`config.mk`:
```
export PLATFORM = sky130hd
export DESIGN_NAME = led_seq_ctrl
export DESIGN_NICKNAME = d
export VERILOG_FILES = /design/src/rtl/led_seq_pkg.sv /design/src/rtl/led_tick_gen.sv /design/src/rtl/led_seq_ctrl.sv
export SDC_FILE = /design/constraint.sdc
export NUM_CORES = 1
export LEC_CHECK = 0
export CORE_ASPECT_RATIO = 0.8
export CORE_MARGIN = 1.5
export CORE_UTILIZATION = 45
export CTS_CLUSTER_DIAMETER = 50
export DETAILED_ROUTE_END_ITERATION = 12
export PLACE_DENSITY = 0.7
export SKIP_CTS_REPAIR_TIMING = 1
export SKIP_LAST_GASP = 1
export SLEW_MARGIN = 5
export SYNTH_ARGS = -nofsm -noshare
export SYNTH_HDL_FRONTEND = slang
export SYNTH_SLANG_ARGS = --single-unit
```
`constraint.sdc`:
```
create_clock -name clk -period 5.8 [get_ports clk]
set_input_delay 1.16 -clock clk [delete_from_list [all_inputs] [get_ports clk]]
set_output_delay 1.16 -clock clk [all_outputs]
set_load 0.01 [all_outputs]
```
`src/rtl/led_seq_pkg.sv`:
```
// led_seq_pkg: modes, FSM states and start patterns shared by the LED sequencer.
// Start patterns are 32 bits wide and get truncated to the LED bank width.
package led_seq_pkg;
    typedef enum logic [1:0] {MODE_OFF, MODE_LIGHT, MODE_BLINK, MODE_COUNT} mode_t;
    typedef enum logic [1:0] {ST_IDLE, ST_RUN, ST_DONE} state_t;
    localparam logic [31:0] PAT_OFF   = '0;
    localparam logic [31:0] PAT_LIGHT = 32'd1;
    localparam logic [31:0] PAT_BLINK = '1;
    localparam logic [31:0] PAT_COUNT = 32'd1;
    function automatic logic [31:0] start_pat(input mode_t m);
        return m == MODE_LIGHT ? PAT_LIGHT : m == MODE_BLINK ? PAT_BLINK :
               m == MODE_COUNT ? PAT_COUNT : PAT_OFF;
    endfunction
endpackage

```
`src/rtl/led_tick_gen.sv`:
```
// led_tick_gen: step prescaler, pulses tick on the last of every STEP_CYCLES enabled clocks.
module led_tick_gen #(
    parameter int STEP_CYCLES = 25_000_000
) (
    input  logic clk,
    input  logic rst,
    input  logic en,
    input  logic clr,
    output logic tick
);
    localparam int CW = $clog2(STEP_CYCLES);
    logic [CW-1:0] cnt;
    assign tick = en && cnt == CW'(STEP_CYCLES - 1);
    always_ff @(posedge clk or posedge rst)
        if (rst) cnt <= '0;
        else if (clr) cnt <= '0;
        else if (en) cnt <= tick ? '0 : cnt + CW'(1);
endmodule

```
`src/rtl/led_seq_ctrl.sv`:
```
// led_seq_ctrl: command-driven LED pattern sequencer stepping once per STEP_CYCLES clocks.
// Define LED_SEQ_PWM_EN to add a brightness input with 16-level PWM dimming.
module led_seq_ctrl
    import led_seq_pkg::*;
#(
    parameter int STEP_CYCLES = 25_000_000,
    parameter int LED_W       = 4
) (
    input  logic             clk,
    input  logic             rst,
    input  logic             cmd_valid,
    output logic             cmd_ready,
    input  logic [1:0]       cmd_mode,
    input  logic [7:0]       cmd_steps,
    input  logic             stop,
`ifdef LED_SEQ_PWM_EN
    input  logic [3:0]       brightness,
`endif
    output logic             busy,
    output logic             done,
    output logic [LED_W-1:0] led
);
    state_t           state;
    mode_t            mode;
    logic [7:0]       remain;
    logic [LED_W-1:0] pattern, next_pat;
    logic             tick, accept;
    assign cmd_ready = state == ST_IDLE && !stop;
    assign accept    = cmd_valid && cmd_ready;
    assign next_pat  = mode == MODE_LIGHT ? {pattern[LED_W-2:0], pattern[LED_W-1]} :
                       mode == MODE_BLINK ? ~pattern :
                       mode == MODE_COUNT ? pattern + LED_W'(1) : '0;
    led_tick_gen #(.STEP_CYCLES(STEP_CYCLES)) u_tick (
        .clk (clk),
        .rst (rst),
        .en  (state == ST_RUN),
        .clr (accept),
        .tick(tick)
    );
    // remain==0 means run until stop; a finite count leaves RUN on the tick where remain==1
    always_ff @(posedge clk or posedge rst)
        if (rst) begin
            state   <= ST_IDLE;
            mode    <= MODE_OFF;
            remain  <= '0;
            pattern <= '0;
            busy    <= 1'b0;
            done    <= 1'b0;
        end else begin
            unique case (state)
                ST_IDLE:
                    if (stop) pattern <= '0;
                    else if (cmd_valid) begin
                        state   <= ST_RUN;
                        busy    <= 1'b1;
                        mode    <= mode_t'(cmd_mode);
                        remain  <= cmd_steps;
                        pattern <= LED_W'(start_pat(mode_t'(cmd_mode)));
                    end
                ST_RUN:
                    if (stop) begin
                        state   <= ST_IDLE;
                        busy    <= 1'b0;
                        pattern <= '0;
                    end else if (tick) begin
                        pattern <= next_pat;
                        if (remain == 8'd1) begin
                            state <= ST_DONE;
                            busy  <= 1'b0;
                            done  <= 1'b1;
                        end else if (remain != 8'd0) remain <= remain - 8'd1;
                    end
                ST_DONE: begin
                    state <= ST_IDLE;
                    done  <= 1'b0;
                    if (stop) pattern <= '0;
                end
                default: state <= ST_IDLE;
            endcase
        end
`ifdef LED_SEQ_PWM_EN
    logic [3:0] pwm_cnt;
    always_ff @(posedge clk or posedge rst)
        if (rst) pwm_cnt <= '0;
        else pwm_cnt <= pwm_cnt + 4'd1;
    assign led = pattern & {LED_W{pwm_cnt < brightness}};
`else
    assign led = pattern;
`endif
endmodule
```
==> qor.yml, run 1 <==
status: "complete, no violations"
worst_setup_path_start_kind: "primary input"
power.density_mw_per_mm2: 384
portBuffers: 20
synth_area_leaders: "dfrtp_1 (38%), nand2_1 (5.4%), a31oi_1 (4.2%)"
cp_num_buf_inv: 2
vias: 2553
initial_utilization: 0.473
final_nets: 362
power_frac_comb: 0.457
first_pass_iters: 4
yosysTopAreaCell: "dfrtp_1"
async_reset_ff_frac: 1.00
core-area_mm2: 0.00597
fin_tns_setup_ns: 0
drc: 0
final.setup_skew_ns: 0.0103
synth_seq_cells: 43
cts_tree: "built"
dp_slack_ns: 1.86
ir_drop_mv: 0.223
antenna_found_initial: 0
hold_viol_final: 0
fmax_mhz: 268
netlist_area_mm2: 0.00283
die_h_um: 73.9
crit_cells: 6
drv_cap: 0
synth_edf_count: 0
gr-total-overflow: 0
netlist.area_leader.share: 0.381
holdPathStages: 1
clock_path_buffers: 2
syn_nets: 346
rsz0062_at_grt: "no"
clock_latency_ns: 0.29
grt_pass1_vias: 2303
totalWireLength_um: 6500
crit_arrival_ns: 3.92
rows: 25
wl_per_cell_um: 15.4
utilization: 0.529
required_ns: 5.99
io_pins: 21
cts_root_buf: "clkbuf_8"
setup_ws_ns: 2.07
synth.distinct_cells: 62
ant_nets: 0
finalCritPeriodShare: 0.643
cp_cell_sequence: "clkdlybuf4s50_1 > inv_1 > and3_1 > a211oi_4 > a41oi_1 > a31oi_1"
internal_power_uw: 689
worst-r2r-setup-slack_ns: 2.64
setup_viol: 0
slowest_delay_ns: 1.04
min_period_ns: 3.73
syn_inst: 324
ys_seq_area_frac: 0.381
hp-start: "u_tick.cnt[21]"
hold_end: "u_tick.cnt[21]"
synthToLayoutAreaGrowth_pct: 12.0
diodes: 0
r2r-start: "state[1]"
slew_viol_final: 0
grt_pass1_wl_um: 11200
dpl.hpwl_um: 4480
place_congestion: 0.806
worst_r2r_path_depth: 7
p_sw_uw: 525
leakagePower_nw: 1.31
path_max_fanout: 36
r2r-end: "u_tick.cnt[7]"
critical_path_class: "primary input to flip-flop"
endpoint_kind: "flip-flop"
pwr-share-seq: 0.381
grt_max_degree: 44
critical-path-top-delay-family: "compound AO/OA/AOI/OAI gates"
clkPwrFrac: 0.161
numCtsBuffers: 5
maxSlewHeadroom: 0.146
sw_frac_of_total: 0.432
drt_iter0_drc: 169
ctsHtreeMaxLevel: 2
ys_warn_count: 0
track_usage: 0.207
chipWidth_um: 91.6
crit_path_top_delay_cell: "a211oi_4"
clk_pin_slew_ns: 0.08
clkSinkCount: 43
synth_flop_cell: "dfrtp_1"
viasPerCell: 6.06
die-area_mm2: 0.00677
whs_ns: 0.505
drive_gt1_frac: 0.0794
worst_slew_pin_slew_ns: 1.28
post_synth.cell_area_avg_um2: 8.72
worstHoldPathType: "flip-flop to flip-flop"
## cell usage after synthesis, types with 3 or more instances
cell      number
ha_1           8
and3_1        10
a41oi_1        5
a21oi_1       17
nor4_1         6
nor2_1        21
mux2_2         4
o211ai_1       5
nand3_1       16
o21ai_0       19
nand2_1       41
nand4_2        3
inv_1         11
a21o_1         4
nand2b_1       3
o21a_1         3
dfrtp_1       43
a31oi_1       19
nand4_1        7
o22a_1         3
o41ai_1        4
clkbuf_1       7
and4_1         6
nor2b_1        4
nor3_1         6
## flip-flops by register name (all words and copies together) (netlist names)
| register | flops |
|---|---|
| mode | 2 |
| done | 1 |
| busy | 1 |
| state | 2 |
| u_tick.cnt | 25 |
| remain | 8 |
| led | 4 |
## logic make-up after synthesis
| logic type | count (synthesis) | share of synthesized area |
|---|---|---|
| muxes | 6 | 0.0230 |
| xor gates and xnor gates | 1 | 0.00310 |
| DFF | 43 | 0.381 |
| and+or+nand+nor | 143 | 0.284 |
| adders and majority gates | 8 | 0.0354 |
| AOI/OAI and AO/OA | 98 | 0.234 |
| buffers and inverters | 25 | 0.0394 |
## worst reg2reg max path: cells and delay by family, from the launching register on
family | cells | cell delay [ns]
compound gates | 3 | 1.69
flops | 1 | 0.43
fa+ha+maj | 1 | 0.14
buf+inv | 3 | 0.81
## worst max-delay path by stage
| stage | from | end | slack, ns |
|---|---|---|---|
| 3_5_place_dp | stop | u_tick.cnt[8] | 1.86 |
| 6_report | stop | u_tick.cnt[7] | 2.07 |
| 4_1_cts | stop | u_tick.cnt[7] | 2.09 |
| 2_1_floorplan | stop | cmd_ready | 3.13 |
| 3_3_place_gp | stop | u_tick.cnt[5] | 1.99 |
| 5_1_grt | stop | u_tick.cnt[7] | 1.89 |
## per-layer routing
layer,vias up,wire (um),global-route usage
met3,2,203,0.0311
met4,0,29,0.0399
li1,1272,-,-
met2,60,2850,0.303
met5,-,0,0
met1,1219,3420,0.322
## power groups by stage
| stage | registers [mW] | clock network (mW) | logic, mW |
|---|---|---|---|
| floorplan | 0.443 | 0 | 0.432 |
| global placement | 0.463 | 0 | 0.547 |
| detailed placement | 0.466 | 0 | 0.554 |
| CTS | 0.460 | 0.200 | 0.557 |
| global route | 0.478 | 0.210 | 0.628 |
| finish | 0.463 | 0.196 | 0.555 |
## through the flow
| stage | total power, mW | std cells | cell area, um^2 |
|---|---|---|---|
| after floorplan | 0.875 | 324 | 2830 |
| after global placement | 1.01 | 414 | 3080 |
| after detailed placement | 1.02 | 414 | 3080 |
| after CTS | 1.22 | 421 | 3160 |
| after global routing | 1.32 | 421 | 3160 |
| final | 1.21 | 421 | 3160 |
## cells in the final DEF, fill, tap and decap left out, types with 3 or more instances in the layout
| master | netlist | routed |
|---|---|---|
| o21ai_0 | 19 | 19 |
| and3_1 | 10 | 10 |
| nor3_1 | 6 | 6 |
| a21o_1 | 4 | 4 |
| inv_1 | 11 | 10 |
| a41oi_1 | 5 | 5 |
| nand4_2 | 3 | 3 |
| o22a_1 | 3 | 3 |
| dfrtp_1 | 43 | 43 |
| a31oi_1 | 19 | 19 |
| a21oi_1 | 17 | 17 |
| mux2_2 | 4 | 4 |
| nor4_1 | 6 | 6 |
| nor2_1 | 21 | 21 |
| nand4_1 | 7 | 7 |
| nand2b_1 | 3 | 3 |
| clkdlybuf4s50_1 | 0 | 20 |
| nand3_1 | 16 | 16 |
| ha_1 | 8 | 8 |
| nor2b_1 | 4 | 4 |
| nand2_1 | 41 | 41 |
| o211ai_1 | 5 | 5 |
| o21a_1 | 3 | 3 |
| and4_1 | 6 | 6 |
| clkbuf_8 | 0 | 6 |
| o41ai_1 | 4 | 4 |
## cell type report
type	count	area [um^2]
Tap cell	81	101
Clock buffer	6	82.6
Sequential cell	43	1080
Multi-Input combinational cell	256	1640
Clock inverter	1	5.00
Timing Repair Buffer	22	215
Inverter	12	45.0
Fill cell	540	2810
Power figures use the tool's default switching activity.
==> inputs of run 2 (changes only) <==
==> constraint.sdc (replaced) <==
create_clock -name clk -period 3.69 [get_ports clk]
set_input_delay 0.738 -clock clk [delete_from_list [all_inputs] [get_ports clk]]
set_output_delay 0.738 -clock clk [all_outputs]
set_load 0.01 [all_outputs]
==> run 2 against run 1 <==
Register-to-register slack worse by 1.6 ns. Combinational power up 61%. Cell count up 0.71%. Sequential share of layout area down 0.33 points. Sequential power up 57%. Clock-buffer cell count up 1. Critical endpoint is now remain[5]. Largest cell class unchanged. Largest power group unchanged. Highest routed layer unchanged.
==> qor.yml, run 2 (synthesized netlist as in run 1, its figures left out) <==
status: "complete, no violations"
largest_register: "u_tick.cnt"
dpl.cell_count: 416
die-area_mm2: 0.00677
multi_input_comb_area_mm2: 0.00164
diodes: 0
power.density_mw_per_mm2: 612
clk_pin_slew_ns: 0.08
n_fill_cell: 532
grt_pass1_vias: 2259
final.setup_skew_ns: 0.00545
place_congestion: 0.920
io_pins: 21
core-area_mm2: 0.00597
worst_slew_pin_slew_ns: 0.791
ir_drop_mv: 0.401
worst-r2r-setup-slack_ns: 1.06
drv_cap: 0
fin_cells: 424
grt_pass1_wl_um: 11200
min_period_ns: 2.82
cts_tree: "built"
critical_path_class: "primary input to flip-flop"
largest_reg_flops: 25
regArea_mm2: 0.00108
drt_iter0_drc: 184
r2r-start: "state[1]"
worst_setup_path_start_kind: "primary input"
ctsHtreeMaxLevel: 2
antenna_found_initial: 0
rsz0062_at_grt: "no"
ant_nets: 0
layout_commonest_cell: "dfrtp_1"
final_cell_mix: "dfrtp_1 (43), nand2_1 (41), nor2_1 (21)"
dpl.hpwl_um: 4720
totalWireLength_um: 6590
fmax_mhz: 355
viasPerCell: 6.04
startpoint: "stop"
final_area_mm2: 0.00319
utilization: 0.535
gr-total-overflow: 0
worstHoldPathType: "flip-flop to flip-flop"
drc: 0
wl_per_cell_um: 15.5
finalCritPeriodShare: 0.764
required_ns: 3.88
track_usage: 0.206
slew_viol_final: 0
leakagePower_nw: 1.32
setup_ws_ns: 0.870
rows: 25
placed_cell_area_mm2: 0.00309
die_h_um: 73.9
portBuffers: 20
crit_arrival_ns: 3.01
endpoint_kind: "flip-flop"
chipWidth_um: 91.6
fin_tns_setup_ns: 0
holdPathStages: 1
hp-start: "u_tick.cnt[21]"
clock_latency_ns: 0.30
cts_root_buf: "clkbuf_8"
synthToLayoutAreaGrowth_pct: 13.1
vias: 2562
maxSlewHeadroom: 0.470
worst_r2r_path_depth: 8
grt_max_degree: 37
initial_utilization: 0.473
dp_slack_ns: 0.602
final_nets: 364
setup_viol: 0
clkSinkCount: 43
clock_path_buffers: 2
path_max_fanout: 13
first_pass_iters: 4
hold_end: "u_tick.cnt[21]"
drive_gt1_frac: 0.0875
r2r-end: "remain[5]"
power_mw: 1.96
numCtsBuffers: 5
whs_ns: 0.520
hold_viol_final: 0
-- run 2: where the power goes --
group	total, mW	switching, mW	internal, mW
clock network	0.337	0.167	0.170
registers	0.726	0.150	0.577
logic	0.892	0.522	0.370
-- run 2: worst max-delay path by stage --
stage | end
finish | remain[5]
global route | remain[5]
CTS | cmd_ready
detailed placement | remain[5]
global placement | remain[5]
floorplan | remain[5]
-- run 2: worst max-delay path: stages --
cell             delay (ns)
clkdlybuf4s50_1        0.67
inv_1                  0.18
and3_1                 0.35
a21oi_1                0.57
o41ai_1                0.19
a221o_1                0.31
-- run 2: metal layers --
metal | global-route usage | vias to the layer above | routed length, um
li1 | - | 1278 | -
met4 | 0.0503 | 0 | 37
met3 | 0.0331 | 4 | 371
met2 | 0.291 | 66 | 2810
met5 | 0 | - | 0
met1 | 0.324 | 1214 | 3380
-- run 2: final cells by class --
| type | instances | area share |
|---|---|---|
| inverters | 12 | 0.0141 |
| flip-flops and latches | 43 | 0.337 |
| clock inverters | 1 | 0.00235 |
| repair buffers | 24 | 0.0721 |
| clock buffers | 7 | 0.0302 |
| well taps | 81 | 0.0317 |
| multi-input cells | 256 | 0.513 |
